===== src/rtl/fragment_hazard_scheduler.sv =====
// Purpose: issues fragments to a fixed-latency pixel pipeline, holding any fragment whose framebuffer index is still in flight.
// Latency: 1 cycle from s_axis accept to m_axis valid; a same-index successor is accepted SCOREBOARD_DEPTH+2 cycles later.
// Backpressure: s_axis_tready drops on a hazard, on a full output register, or while a flush drains the pipeline.
//
// Ports:
//   aclk, resetn          clock, asynchronous active-low reset
//   s_axis_t*             fragment stream in (valid/ready, tlast, tdata)
//   m_axis_t*             fragment stream out to the pixel pipeline
//   flush_req/flush_done  drain request in, single-cycle "pipeline empty" pulse out
//   busy                  a fragment is held in the output register or in flight
// Optional: define FRAGMENT_HAZARD_STATS_EN to add the 32-bit saturating output hazard_stall_cycles.
module fragment_hazard_scheduler #(
    parameter int DATA_WIDTH              = 256,
    parameter int FRAMEBUFFER_INDEX_WIDTH = 14,
    parameter int INDEX_POS               = 0,
    parameter int SCOREBOARD_DEPTH        = 24
) (
    input  logic                  aclk,
    input  logic                  resetn,
    input  logic                  s_axis_tvalid,
    output logic                  s_axis_tready,
    input  logic                  s_axis_tlast,
    input  logic [DATA_WIDTH-1:0] s_axis_tdata,
    output logic                  m_axis_tvalid,
    input  logic                  m_axis_tready,
    output logic                  m_axis_tlast,
    output logic [DATA_WIDTH-1:0] m_axis_tdata,
    input  logic                  flush_req,
    output logic                  flush_done,
    output logic                  busy
`ifdef FRAGMENT_HAZARD_STATS_EN
    ,
    output logic [31:0]           hazard_stall_cycles
`endif
);

    localparam int IW = FRAMEBUFFER_INDEX_WIDTH;

    typedef enum logic [1:0] {
        ST_RUN   = 2'd0,
        ST_DRAIN = 2'd1,
        ST_DONE  = 2'd2
    } state_t;

    state_t                r_state;
    logic                  r_flush_done;
    logic                  r_m_vld;
    logic                  r_m_last;
    logic [DATA_WIDTH-1:0] r_m_dat;
    logic [SCOREBOARD_DEPTH-1:0] r_sb_vld;
    logic [IW-1:0]         r_sb_idx [SCOREBOARD_DEPTH];

    logic [IW-1:0]         w_s_idx;
    logic [IW-1:0]         w_m_idx;
    logic                  w_hazard;
    logic                  w_issue;
    logic                  w_accept;
    logic                  w_inflight;

    assign w_s_idx    = s_axis_tdata[INDEX_POS +: IW];
    assign w_m_idx    = r_m_dat[INDEX_POS +: IW];
    assign w_issue    = r_m_vld && m_axis_tready;
    assign w_accept   = s_axis_tvalid && s_axis_tready;
    assign w_inflight = |r_sb_vld;

    // The fragment sitting in the output register counts as in flight too,
    // so an accept that coincides with its issue is still hazard-checked.
    always_comb begin
        w_hazard = r_m_vld && (w_m_idx == w_s_idx);
        for (int i = 0; i < SCOREBOARD_DEPTH; i++) begin
            if (r_sb_vld[i] && (r_sb_idx[i] == w_s_idx)) begin
                w_hazard = 1'b1;
            end
        end
    end

    assign s_axis_tready = (r_state == ST_RUN) && !w_hazard && (!r_m_vld || m_axis_tready);
    assign m_axis_tvalid = r_m_vld;
    assign m_axis_tlast  = r_m_last;
    assign m_axis_tdata  = r_m_dat;
    assign flush_done    = r_flush_done;
    assign busy          = r_m_vld || w_inflight;

    // Output register: load on accept, clear on issue, otherwise hold.
    always_ff @(posedge aclk or negedge resetn) begin
        if (!resetn) begin
            r_m_vld  <= 1'b0;
            r_m_last <= 1'b0;
            r_m_dat  <= '0;
        end else if (w_accept) begin
            r_m_vld  <= 1'b1;
            r_m_last <= s_axis_tlast;
            r_m_dat  <= s_axis_tdata;
        end else if (w_issue) begin
            r_m_vld  <= 1'b0;
        end
    end

    // Scoreboard mirrors the pipeline: shifts every cycle, oldest entry retires.
    always_ff @(posedge aclk or negedge resetn) begin
        if (!resetn) begin
            r_sb_vld <= '0;
            for (int i = 0; i < SCOREBOARD_DEPTH; i++) begin
                r_sb_idx[i] <= '0;
            end
        end else begin
            r_sb_vld    <= {r_sb_vld[SCOREBOARD_DEPTH-2:0], w_issue};
            r_sb_idx[0] <= w_m_idx;
            for (int i = 1; i < SCOREBOARD_DEPTH; i++) begin
                r_sb_idx[i] <= r_sb_idx[i-1];
            end
        end
    end

    // Flush FSM; flush_done is registered and high only while in DONE.
    always_ff @(posedge aclk or negedge resetn) begin
        if (!resetn) begin
            r_state      <= ST_RUN;
            r_flush_done <= 1'b0;
        end else begin
            r_flush_done <= 1'b0;
            case (r_state)
                ST_RUN: begin
                    if (flush_req) begin
                        r_state <= ST_DRAIN;
                    end
                end
                ST_DRAIN: begin
                    if (!r_m_vld && !w_inflight) begin
                        r_state      <= ST_DONE;
                        r_flush_done <= 1'b1;
                    end
                end
                ST_DONE: begin
                    r_state <= ST_RUN;
                end
                default: begin
                    r_state <= ST_RUN;
                end
            endcase
        end
    end

`ifdef FRAGMENT_HAZARD_STATS_EN
    logic [31:0] r_stall_cnt;
    logic        w_stall;

    assign w_stall             = s_axis_tvalid && w_hazard && (r_state == ST_RUN);
    assign hazard_stall_cycles = r_stall_cnt;

    always_ff @(posedge aclk or negedge resetn) begin
        if (!resetn) begin
            r_stall_cnt <= '0;
        end else if (w_stall && (r_stall_cnt != 32'hFFFF_FFFF)) begin
            r_stall_cnt <= r_stall_cnt + 32'd1;
        end
    end
`endif

endmodule


===== config.mk =====
export PLATFORM = sky130hd
export DESIGN_NAME = fragment_hazard_scheduler
export DESIGN_NICKNAME = d
export VERILOG_FILES = /design/src/rtl/fragment_hazard_scheduler.sv
export SDC_FILE = /design/constraint.sdc
export NUM_CORES = 1
export LEC_CHECK = 0
export ABC_AREA = 1
export CORE_UTILIZATION = 40
export CTS_CLUSTER_SIZE = 12
export DETAILED_ROUTE_END_ITERATION = 12
export GPL_TIMING_DRIVEN = 0
export SYNTH_ARGS = -nofsm -noshare
export SYNTH_HDL_FRONTEND = slang
export SYNTH_SLANG_ARGS = --single-unit

===== constraint.sdc =====
create_clock -name aclk -period 3.3 [get_ports aclk]
set_input_delay 0.66 -clock aclk [delete_from_list [all_inputs] [get_ports aclk]]
set_output_delay 0.66 -clock aclk [all_outputs]
set_load 0.1 [all_outputs]

# After elaboration in Yosys (flattened, before gate mapping)
# Cells that the tools add are included.
[word_totals]
register_bits = 621
wordCells = 128
out_inout_bits = 261
[op_classes]
eq_ne = 28
reduce_logical = 39
muxes = 31
[op_table]
columns = ["operator", "n"]
rows = [
  ["$eq A14 B14 Y1", 25],
  ["$logic_and A1 B1 Y1", 30],
  ["$mux W1", 28],
  ["$reduce_or A24 Y1", 1],
  ["$mux W2", 2],
  ["$ne A2 B2 Y1 const B", 2],
  ["$pmux W2 S2", 1],
  ["$logic_not A1 Y1", 3],
  ["$eq A2 B1 Y1 const B", 1],
  ["$logic_not A2 Y1", 1],
  ["$logic_or A1 B1 Y1", 2],
  ["$reduce_and A2 Y1", 1],
  ["$reduce_bool A2 Y1", 1],
]

# Depth between registers and ports, before layout
# Gate-level depths: netlist (run 1).
[logic_depth]
depth_word = 31
depth_mapped = 18
mapped_depth_nobuf = 14

# Least setup slack after synthesis (run 1)
# Ideal clock, no wire load.
[synth_timing]
kind = "register to output"
startpoint = "reg r_m_dat[9], in the netlist m_axis_tdata[9]"
endpoint = "out s_axis_tready"
arrival_time_ns = 2.700
stages_incl_launch_ff = 13
required_time_ns = 2.640
path_slack_ns = -0.060
path_cell_list = "dfrtp_1 > inv_1 > o21ai_0 > nor2_1 > nand2_1 > nor2_1 > nand2_1 > nand2_1 > nor2_1 > nand2_1 > nor2_4 > buf_2 > and2_1"
[synth_between]
elab_chain_len = 29
[synth_rtl]
columns = ["element", "line", "text"]
rows = [
  ["start: declaration", "49", "logic [DATA_WIDTH-1:0] r_m_dat;"],
  ["start signal: assignment", "93", "r_m_dat <= s_axis_tdata;"],
  ["$eq A14 B14 Y1", "69", "w_hazard = r_m_vld && (w_m_idx == w_s_idx);"],
  ["$logic_and A1 B1 Y1", "69", ""],
  ["$mux W1 (24 in a row)", "71", "if (r_sb_vld[i] && (r_sb_idx[i] == w_s_idx)) begin"],
  ["$logic_not A1 Y1", "77", "assign s_axis_tready = (r_state == ST_RUN) && !w_hazard && (!r_m_vld || m_axis_tready);"],
  ["$logic_and A1 B1 Y1 (2 in a row)", "77", ""],
  ["end: declaration", "21", "output logic s_axis_tready,"],
]
# No other way between the ends.

# Final worst setup path (run 1)
[layout_timing]
startpoint = "in s_axis_tdata[2]"
endpoint = "out s_axis_tready"
[layout_between]
elab_chain_len = 29
elab_cells_between_ends = 77
cone_classes = "eq/ne (25); mux (24); reduce/logical (28)"
[layout_rtl]
columns = ["element", "line", "text"]
rows = [
  ["start: declaration", "23", "input logic [DATA_WIDTH-1:0] s_axis_tdata,"],
  ["$eq A14 B14 Y1, on equally long branches", "69, 71", ""],
  ["$logic_and A1 B1 Y1, on equally long branches", "69, 71", ""],
  ["$mux W1 (23 in a row)", "71", ""],
  ["$mux W1 *", "71", ""],
  ["$logic_not A1 Y1 *", "77", ""],
  ["$logic_and A1 B1 Y1 * (2 in a row)", "77", ""],
]
# Mark *: on every way between the ends. The rest lies on a longest branch, timed or not.

==> impl_metrics.xml, run 1 <==
<?xml version="1.0" encoding="UTF-8"?>
<metrics>
  <group name="pwr">
    <metric name="power_frac_clock" unit="%">17.9</metric>
    <metric name="switching_power" unit="mW">21.8</metric>
    <metric name="cellPowerDensity" unit="nW/µm²">1230</metric>
    <metric name="combinationalPowerShare" unit="%">49.9</metric>
    <metric name="vdd_drop_max" unit="µV">1000</metric>
    <metric name="switching_share" unit="%">51.4</metric>
    <metric name="power.leakage" unit="nW">16.6</metric>
    <metric name="p_seq_share" unit="%">32.1</metric>
    <metric name="internal_portion_of_total_power" unit="mW">20.6</metric>
  </group>
  <group name="sta">
    <metric name="unrepaired_setup_endpoints_after_global_routing" unit="">yes</metric>
    <metric name="timing.final.hold_violations" unit="">0</metric>
    <metric name="slew-limit-headroom" unit="%">21.3</metric>
    <metric name="finalMaxSlewViolations" unit="">0</metric>
    <metric name="totalNegativeSetupSlack" unit="ps">-57.2</metric>
    <metric name="final_critical_path_setup_slack" unit="ps">-57.2</metric>
    <metric name="tightest_slew" unit="ps">1180</metric>
    <metric name="timing.final.crit_share" unit="%">102</metric>
    <metric name="timing.final.crit_period" unit="ps">3360</metric>
    <metric name="timing.fmax" unit="MHz">298</metric>
    <metric name="setup_violations" unit="">1</metric>
    <metric name="timing.clock.skew" unit="ps">24.8</metric>
  </group>
  <group name="clocking">
    <metric name="tritoncts_num_sinks" unit="">621</metric>
    <metric name="clk_latency" unit="ps">600</metric>
    <metric name="cts_hold_buffers" unit="">0</metric>
    <metric name="cts-root-buf" unit="">sky130_fd_sc_hd__clkbuf_16</metric>
    <metric name="cts_tree" unit="">yes</metric>
    <metric name="clkSlewWorstSetupHoldPaths" unit="ps">60</metric>
    <metric name="cts_max_path_buffers" unit="">3</metric>
    <metric name="cts_buffers" unit="">69</metric>
    <metric name="clock_tree.htree_level_count" unit="">3</metric>
  </group>
  <group name="global_routing">
    <metric name="grt_pass1_vias" unit="">21900</metric>
    <metric name="global_route.usage.total" unit="%">29.4</metric>
    <metric name="gr-total-overflow" unit="">0</metric>
    <metric name="antenna_found_initial" unit="">1</metric>
    <metric name="grt_pass1_wl" unit="µm">137000</metric>
    <metric name="grt_start_max_net_pins" unit="">123</metric>
  </group>
  <group name="critical_path">
    <metric name="end_kind" unit="">output port</metric>
    <metric name="worstPathRequired" unit="ps">2640</metric>
    <metric name="critPathMostFrequentCell" unit="">sky130_fd_sc_hd__nand2_1</metric>
    <metric name="start_kind" unit="">primary input</metric>
    <metric name="worst_path_cell_chain" unit="">buf_4 &gt; buf_6 &gt; nand2_1 &gt; nand2_1 &gt; nor2_2 &gt; nand2_1 &gt; nor2_1 &gt; nand2_1 &gt; nand2_1 &gt; nor2_1 &gt; nand2_1 &gt; nor2_4 &gt; buf_8 &gt; and2_2 &gt; buf_12</metric>
    <metric name="critical_path.max_fanout" unit="">10</metric>
    <metric name="worst-endpoint-arrival" unit="ps">2700</metric>
    <metric name="criticalPathCategory" unit="">primary input to output port</metric>
    <metric name="critical_path.max_stage_delay" unit="ps">250</metric>
    <metric name="critPathSlowestCell" unit="">sky130_fd_sc_hd__buf_6</metric>
  </group>
  <group name="final_layout">
    <metric name="final_net_count" unit="">3671</metric>
    <metric name="finish.utilization" unit="%">54.8</metric>
    <metric name="fin_area" unit="µm²">34500</metric>
    <metric name="area_growth_syn_to_layout" unit="%">35.7</metric>
    <metric name="n_fill_cell" unit="">5608</metric>
    <metric name="mostFrequentLayoutCell" unit="">sky130_fd_sc_hd__nand2_1</metric>
    <metric name="most-common-layout-cells" unit="">sky130_fd_sc_hd__nand2_1, sky130_fd_sc_hd__dfrtp_1, sky130_fd_sc_hd__clkdlybuf4s50_1</metric>
    <metric name="post_route_cells_drive_above_1_share" unit="%">8.69</metric>
  </group>
  <group name="logic_synthesis">
    <metric name="synth_top_family_by_area" unit="">simple AND/OR/NAND/NOR gates</metric>
    <metric name="mappedNetlistNets" unit="">3064</metric>
    <metric name="ys_types" unit="">24</metric>
    <metric name="syn-cell-area" unit="µm²">25400</metric>
    <metric name="share_of_cell_area_taken_by_muxes_after_synthesis" unit="%">0</metric>
    <metric name="netlist_instances" unit="">2802</metric>
    <metric name="synth_seq_cells" unit="">621</metric>
    <metric name="synth_compound_area_share" unit="%">2.80</metric>
    <metric name="synth_adder_area_share" unit="%">0</metric>
    <metric name="synth_simple_gate_area_share" unit="%">26.7</metric>
    <metric name="ys_warn_count" unit="">0</metric>
    <metric name="portion_of_the_post_synthesis_area_used_by_sequential_elements" unit="%">61.1</metric>
    <metric name="mean_instance_size_in_the_synthesized_netlist" unit="µm²">9.07</metric>
    <metric name="synthXorXnorAreaFrac" unit="%">3.34</metric>
  </group>
  <group name="detailed_routing">
    <metric name="drt_iter0_markers" unit="">1714</metric>
    <metric name="dr.max_layer_used" unit="">met5</metric>
    <metric name="m1WireLength" unit="µm">37300</metric>
    <metric name="wire_per_inst" unit="µm">22.2</metric>
    <metric name="wl" unit="µm">95600</metric>
    <metric name="postRouteAntennaNets" unit="">0</metric>
    <metric name="dr.pass1.iters" unit="">5</metric>
    <metric name="routed_length_on_met3" unit="µm">6880</metric>
    <metric name="detail_route.vias_per_cell" unit="">5.13</metric>
    <metric name="drc_violation_count_after_routing" unit="">0</metric>
    <metric name="detailroute.via_count" unit="">22100</metric>
    <metric name="routed-wl-met2" unit="µm">47300</metric>
  </group>
  <group name="die">
    <metric name="die_span_in_x" unit="µm">254</metric>
    <metric name="die_height" unit="µm">254</metric>
    <metric name="placeableCoreArea" unit="µm²">63000</metric>
    <metric name="core.rowCount" unit="">92</metric>
    <metric name="full_die_area" unit="µm²">64600</metric>
    <metric name="initial_core_utilization" unit="%">40.4</metric>
    <metric name="io_pins" unit="">523</metric>
  </group>
  <group name="place">
    <metric name="placed_area" unit="µm²">31800</metric>
    <metric name="buffers_on_ports" unit="">513</metric>
    <metric name="hpwlAfterDp" unit="µm">72200</metric>
    <metric name="finalWeightedCongestion" unit="">0.926</metric>
  </group>
  <group name="min_path">
    <metric name="hold_path_class" unit="">primary input to async pin</metric>
  </group>
  <group name="job">
    <metric name="maxCapViolations" unit="">0</metric>
  </group>
  <group name="status">
    <metric name="failed_checks" unit="">setup timing</metric>
    <metric name="outcome" unit="">complete, but fails checks</metric>
  </group>
</metrics>
power groups by stage:
stage / Combinational, mW / Clock [mW] / Sequential (mW)
after floorplan: 4.58 / 0 / 23.7
after global placement: 20.9 / 0 / 13.6
after detailed placement: 21.0 / 0 / 13.6
after CTS: 21.1 / 7.75 / 13.6
after global routing: 22.1 / 8.02 / 14.0
final: 21.2 / 7.60 / 13.6
state kept, by name (all words and copies together) (netlist names):
| name | flops |
|---|---|
| r_sb_idx | 336 |
| m_axis_tlast | 1 |
| m_axis_tvalid | 1 |
| r_sb_vld | 24 |
| m_axis_tdata | 256 |
| flush_done | 1 |
| r_state | 2 |
layout make-up:
class | instances | area [µm²] | area share, %
diodes | 3 | 7.51 | 0.0218
plain buffers | 170 | 1230 | 3.57
clock buffers | 104 | 2100 | 6.09
clock inverters | 11 | 109 | 0.316
inverters | 156 | 633 | 1.84
multi-input cells | 1855 | 8420 | 24.4
flip-flops and latches | 621 | 15500 | 45.1
well taps | 846 | 1060 | 3.07
repair buffers | 536 | 5400 | 15.6
metrics by stage:
stage | instances | hold slack [ps] | power, mW | worst slack, ps
finish | 4302 | 107 | 42.4 | -57.2
CTS | 4289 | 114 | 42.5 | -376
global placement | 4161 | 355 | 34.5 | -26240
global route | 4299 | 140 | 44.2 | -60.8
detailed placement | 4166 | 359 | 34.7 | -2330
floorplan | 2802 | 354 | 28.2 | 226
synthesized netlist by cell type, drive strengths merged:
library cell	instances	area [µm²]
clkinv	1	3.75
a21boi	1	7.51
inv	155	582
xnor2	71	622
and2	1	6.26
nor2	233	890
dfrtp	621	15500
nand3	29	150
buf	133	813
xor2	26	228
nand4	258	1610
a21oi	2	10.0
o21ai	136	681
clkbuf	37	139
nand2	1090	4090
o22ai	2	12.5
nor4	6	37.5
worst paths after layout:
| path | from | endpoint | slack (ps) | cells past startpoint |
|---|---|---|---|---|
| worst min register to register | r_sb_idx[171] | r_sb_idx[157] | 370 | 0 |
| min in group aclk | r_sb_idx[171] | r_sb_idx[157] | 370 | 0 |
| max in group asynchronous | resetn | m_axis_tdata[127] | 1210 | 4 |
| worst min-delay path | resetn | r_sb_idx[26] | 110 | 1 |
| worst max register to register | r_sb_idx[249] | m_axis_tdata[35] | 380 | 17 |
| worst max-delay path | s_axis_tdata[2] | s_axis_tready | -60 | 15 |
per-layer routing:
| metal | vias to the layer above | global-route usage [%] |
|---|---|---|
| met5 | - | 0 |
| met4 | 2 | 12.3 |
| met3 | 210 | 7.01 |
| met2 | 830 | 49.6 |
| met1 | 10800 | 36.0 |
| li1 | 10200 | - |
cells by family after synthesis:
logic type / count (synthesis)
AND/OR/NAND/NOR: 1617
flip-flops: 621
buffers and inverters: 326
AO/OA/AOI/OAI: 141
XOR/XNOR: 97
critical path, delay by kind of cell:
| kind | cells | cell delay, ps |
|---|---|---|
| simple gates | 11 | 1190 |
| buf+inv | 4 | 820 |
timing repair:
item / 4_1_cts / 5_1_grt
pin swaps: 2 / 3
setup buffers: 8 / 10
endpoints found under the setup margin: 260 / 13
resized for setup: 59 / 127
Power figures use the tool's default switching activity.
==> run 2: changes to the inputs <==
--- a/config.mk
+++ b/config.mk
@@ -10,6 +10,7 @@
 export CTS_CLUSTER_SIZE = 12
 export DETAILED_ROUTE_END_ITERATION = 12
 export GPL_TIMING_DRIVEN = 0
+export HOLD_SLACK_MARGIN = 0.1
 export SYNTH_ARGS = -nofsm -noshare
 export SYNTH_HDL_FRONTEND = slang
 export SYNTH_SLANG_ARGS = --single-unit
==> results of run 2 <==
Same layout as run 1: the final DEF is identical, and so are final timing and power.
